--- config.mk ---
export PLATFORM = sky130hd
export DESIGN_NAME = fifo_flush_sched
export DESIGN_NICKNAME = d
export VERILOG_FILES = /design/src/rtl/fifo_flush_sched.sv
export SDC_FILE = /design/constraint.sdc
export NUM_CORES = 1
export LEC_CHECK = 0
export BUFFER_PORTS_ARGS = -buffer_cell sky130_fd_sc_hd__buf_2
export CORE_MARGIN = 5
export CORE_UTILIZATION = 30
export CTS_CLUSTER_DIAMETER = 50
export CTS_CLUSTER_SIZE = 25
export DETAILED_ROUTE_END_ITERATION = 10
export MAX_ROUTING_LAYER = met4
export RECOVER_POWER = 100
export SKIP_CTS_REPAIR_TIMING = 1
export SYNTH_ARGS = -nofsm -noshare
export SYNTH_HDL_FRONTEND = slang
export SYNTH_SLANG_ARGS = --single-unit
--- constraint.sdc ---
create_clock -name clk -period 5.35 [get_ports clk]
set_input_delay 0.2675 -clock clk [delete_from_list [all_inputs] [get_ports clk]]
set_output_delay 0.2675 -clock clk [all_outputs]
set_load 0.02 [all_outputs]
--- src/rtl/fifo_flush_sched.sv ---
// fifo_flush_sched: sequences the nibble-FIFO flush port and holds the flushed word
// in a one-deep valid/ready output register.
module fifo_flush_sched #(
   parameter int TIMEOUT    = 64,
   parameter int GAP_CYCLES = 2,
   parameter int CNT_W      = 16
) (
   input  logic             clk,
   input  logic             reset,
   input  logic             enable_i,
   input  logic             force_flush_i,
   input  logic             fifo_data_avail_i,
   input  logic             fifo_empty_i,
   input  logic             fifo_full_i,
   input  logic [31:0]      fifo_rd_data_i,
   output logic             fifo_flush_o,
   output logic             fifo_rd_valid_o,
   output logic             out_valid_o,
   input  logic             out_ready_i,
   output logic [31:0]      out_data_o,
   output logic [1:0]       flush_reason_o,
   output logic             force_pending_o,
   output logic             busy_o,
   output logic [CNT_W-1:0] flush_count_o
);
   localparam int TW = (TIMEOUT > 0) ? $clog2(TIMEOUT + 1) : 1;
   localparam logic [TW-1:0] TMAX = (TIMEOUT > 0) ? TW'(TIMEOUT - 1) : '0;
   localparam logic [3:0] GMAX = 4'(GAP_CYCLES - 1);
   typedef enum logic [1:0] {IDLE, FLUSH1, FLUSH2, GAP} state_t;
   state_t state_q, state_d;
   logic [TW-1:0] tmo_q, tmo_d;
   logic [3:0] gap_q, gap_d;
   logic flush_q, flush_d, rdv_q, rdv_d, busy_q, busy_d, ov_q, ov_d, force_q, force_d;
   logic [31:0] data_q, data_d;
   logic [1:0] reason_q, reason_d;
   logic [CNT_W-1:0] cnt_q, cnt_d;
   logic idle, force_ok, tmo_hit, trig, start;
   always_comb begin
      idle = state_q == IDLE;
      force_ok = force_q & ~fifo_empty_i;
      tmo_hit = (TIMEOUT != 0) && (tmo_q == TMAX);
      trig = fifo_full_i | fifo_data_avail_i | force_ok | tmo_hit;
      start = idle & enable_i & ~ov_q & trig;
      state_d = start ? FLUSH1 :
                state_q == FLUSH1 ? FLUSH2 :
                state_q == FLUSH2 ? GAP :
                (state_q == GAP && gap_q == GMAX) ? IDLE : state_q;
      gap_d = (state_q == GAP) ? gap_q + 4'd1 : 4'd0;
      flush_d = state_d == FLUSH1 || state_d == FLUSH2;
      rdv_d = state_d == FLUSH2;
      busy_d = state_d != IDLE;
      reason_d = !start ? reason_q : fifo_full_i ? 2'd0 : fifo_data_avail_i ? 2'd1 : force_ok ? 2'd2 : 2'd3;
      // a new request on the flush-entry edge survives for the next flush
      force_d = force_flush_i | (force_q & ~start & ~(idle & fifo_empty_i & enable_i));
      tmo_d = (TIMEOUT == 0 || fifo_empty_i || start) ? '0 : (idle && !tmo_hit) ? tmo_q + 1'b1 : tmo_q;
      data_d = (state_q == FLUSH2) ? fifo_rd_data_i : data_q;
      ov_d = (state_q == FLUSH2) ? 1'b1 : (ov_q & out_ready_i) ? 1'b0 : ov_q;
      cnt_d = (state_q == FLUSH2 && !(&cnt_q)) ? cnt_q + 1'b1 : cnt_q;
   end
   always_ff @(posedge clk or posedge reset) begin
      if (reset) begin
         state_q  <= IDLE;
         tmo_q    <= '0;
         gap_q    <= '0;
         flush_q  <= 1'b0;
         rdv_q    <= 1'b0;
         busy_q   <= 1'b0;
         ov_q     <= 1'b0;
         force_q  <= 1'b0;
         data_q   <= '0;
         reason_q <= '0;
         cnt_q    <= '0;
      end else begin
         state_q  <= state_d;
         tmo_q    <= tmo_d;
         gap_q    <= gap_d;
         flush_q  <= flush_d;
         rdv_q    <= rdv_d;
         busy_q   <= busy_d;
         ov_q     <= ov_d;
         force_q  <= force_d;
         data_q   <= data_d;
         reason_q <= reason_d;
         cnt_q    <= cnt_d;
      end
   end
   assign fifo_flush_o    = flush_q;
   assign fifo_rd_valid_o = rdv_q;
   assign out_valid_o     = ov_q;
   assign out_data_o      = data_q;
   assign flush_reason_o  = reason_q;
   assign force_pending_o = force_q;
   assign busy_o          = busy_q;
   assign flush_count_o   = cnt_q;
endmodule

==> qor.csv <==
stage,metric,value,unit
status,status,"finished, violations left",
status,failing checks,"max-capacitance violations, max-slew violations",
min_path,cell count of the worst hold path,2,
clock_network,H-Tree Level Count,3,
finish,area grow syn2layout,24.1,%
placement,placed cell count,524,
finish,Antenna Cells,0,
yosys,Mapped Cells,305,
clock_network,CTS buffer count,9,
routing,detailed-route wire length,6830,um
setup_path,crit-path cells,"nand2b_1, clkbuf_1, nor2_1, mux2_1",
yosys,syn_nets,351,
yosys,asr flop ratio synth,100,%
yosys,synthesized area,2990,um^2
sta,post-route minimum period,2590,ps
yosys,register area share after synthesis,57.0,%
global_routing,first-pass GRT wire length,11500,um
routing,initial drt markers,140,
yosys,share of the synthesized area in the top cell type,57.0,%
setup_path,"setup slack, reg-to-reg",2760,ps
routing,via count,2401,
setup_path,Reg-to-Reg Start,state_q[0]$_DFF_PP0_,
routing,WL met3,411,um
finish,Final Non-Filler Cells,540,
routing,met2 WL,3200,um
placement,gp weighted congestion,0.846,
placement,hpwl dp,4890,um
routing,Post-route DRC,0,
routing,DR WL/cell,12.6,um
global_routing,GRT Overall Usage,12.4,%
floorplan,Rows,36,
finish,share of layout cells above drive strength 1,15.7,%
floorplan,Initial Util,30.7,%
clock_network,CTS sink count,68,
setup_path,CP Launch Type,flip-flop,
setup_path,slowest CP cell,clkbuf_1,
sta,Max Slew Vio Count,35,
yosys,synth warn,0,
floorplan,core box area,9730,um^2
clock_network,CTS Buffer Depth,2,
yosys,Synth cell types,44,
global_routing,grt total ovfl,0,
floorplan,die area,12100,um^2
routing,1st-pass router iterations,5,
clock_network,clock latency on the worst-skew pair,330,ps
setup_path,stages on the worst setup path,4,
setup_path,cell family with most CP delay,buffers and inverters,
setup_path,WS Path Type,reg2reg,
pwr,Pleak,1.81,nW
sta,clk_skew,7.24,ps
setup_path,CP bufs+invs,1,
finish,nets@finish,448,
finish,footprint of the multi-input gates,1190,um^2
placement,Placed Area,3590,um^2
routing,top layer in use,met4,
sta,Setup TNS,0,ps
min_path,Hold Path Class,in2reg,
pwr,PD cells,527,nW/um^2
yosys,main flop type after synthesis,dfrtp_1,
setup_path,Crit path largest cell delay,1160,ps
setup_path,terminus of the critical flop-to-flop path,flush_count_o[1]$_DFFE_PP0P_,
finish,"Design Area, Final",3710,um^2
setup_path,CP Capture Type,flip-flop,
finish,FF/Latch Area,1700,um^2
yosys,Mean Syn Cell Area,9.79,um^2
floorplan,Top Ports,95,
sta,setup violators final,0,
global_routing,largest net degree at the start of global routing,69,
finish,most frequent cells in the layout,"nand2_1, dfrtp_1, clkbuf_1",
clock_network,clock root buffer,clkbuf_8,
pwr,VDD IR max,0.181,mV
setup_path,Crit Path Max Fanout,34,
yosys,Post-synth EDFFs,0,
routing,Via density,4.45,
yosys,Synth area leader,dfrtp_1,
run,max cap viols,1,
placement,quantity of I/O buffers inserted on ports,94,
routing,post-route ant nets,0,
sta,Final Cycle Share,48.3,%
sta,unrepaired setup endpoints after global routing,false,
yosys,most area-consuming cells after synthesis,"dfrtp_1, nand2_1, xor2_1",
sta,highest clock rate,387,MHz
clock_network,Clock transition at path regs,70,ps
min_path,WHS Endpoint,force_pending_o$_DFF_PP0_,
setup_path,Critical Path RT,5550,ps
clock_network,CTS tree,built,
sta,Worst slew margin,-6.00,%
sta,final hold slack,117,ps
global_routing,antenna violations before repair,0,
sta,"Hold Violations, Final",0,
setup_path,worst reg-to-reg path cell count,4,
global_routing,vias in the first global route,2393,
sta,Least-Margin Pin Slew,1590,ps
floorplan,Die H,110,um
yosys,#FFs+latches synth,68,
routing,met1 wire length,3190,um
finish,fill cell count,1041,
min_path,hold_sp,force_flush_i,
setup_path,CP arrival,2790,ps
finish,"most common cell after layout, fill and taps aside",nand2_1,
floorplan,die span in x,110,um
[metal layers]
| metal | GRT usage (%) | up-vias |
|---|---|---|
| met5 | - | - |
| met4 | 3.74 | 0 |
| met3 | 3.46 | 2 |
| met2 | 19.3 | 66 |
| met1 | 15.8 | 1126 |
| li1 | - | 1207 |
[through the flow]
stage	util, %	power [mW]	setup WS [ps]
after floorplan	-	1.34	3370
after global placement	36.9	1.59	3490
after detailed placement	36.9	1.61	3430
after CTS	39.0	2.05	3410
after global routing	38.1	2.14	2430
final	38.1	1.95	2760
[cells by family after synthesis]
family          Yosys count  share of synthesized area (%)
compound gates           27                           5.95
xor+xnor                 14                           4.11
fa+ha+maj                 6                           2.51
buf+inv                  18                           2.68
flops                    68                           57.0
mux                       6                           2.30
simple gates            166                           25.5
[worst register-to-register path: stages (launching register included)]
cell	delay, ps
dfrtp_1	540
nand2b_1	150
clkbuf_1	1160
nor2_1	220
mux2_1	390
[cells in the mapped netlist, drive strengths merged, types with 2 or more instances]
library cell	number
and3	4
nand3b	2
o21ai	8
mux2	4
and4	2
xnor2	5
nor2	18
mux2i	2
or2	2
o21a	2
nor3b	2
xor2	9
clkbuf	6
a21oi	4
a21o	2
nand2b	2
o211ai	4
nand4	6
dfrtp	68
nand2	105
ha	6
nor3	6
buf	5
inv	7
nand3	10
[final cells by class]
cell class                 instances  area share, %
sequential                        68           45.9
multi-input combinational        219           32.2
timing repair buffer              97           11.2
tap                              133           4.49
clock buffer                      12           4.19
clock inverter                     4           1.28
inverter                           7          0.709
[worst max path at each step]
stage	start	end	slack [ps]
global placement	tmo_q[0]$_DFFE_PP0P_	fifo_flush_o$_DFF_PP0_	3490
finish	state_q[0]$_DFF_PP0_	flush_count_o[1]$_DFFE_PP0P_	2760
detailed placement	tmo_q[0]$_DFFE_PP0P_	fifo_flush_o$_DFF_PP0_	3430
CTS	tmo_q[0]$_DFFE_PP0P_	fifo_flush_o$_DFF_PP0_	3410
floorplan	reset	busy_o$_DFF_PP0_	3370
global route	state_q[0]$_DFF_PP0_	flush_count_o[1]$_DFFE_PP0P_	2430
[where the power goes]
part / internal, mW / leakage, nW / switching (mW)
clock network: 0.239 / 0.102 / 0.183
registers: 0.693 / 0.859 / 0.132
logic: 0.207 / 0.845 / 0.500
[state kept, by name, summed over array words and instances, names as in the netlist, 2 cells and up]
signal and count:
flush_count_o 16, flush_reason_o 2, gap_q 4, out_data_o 32, state_q 2, tmo_q 7
(Power assumes the default switching activity.)
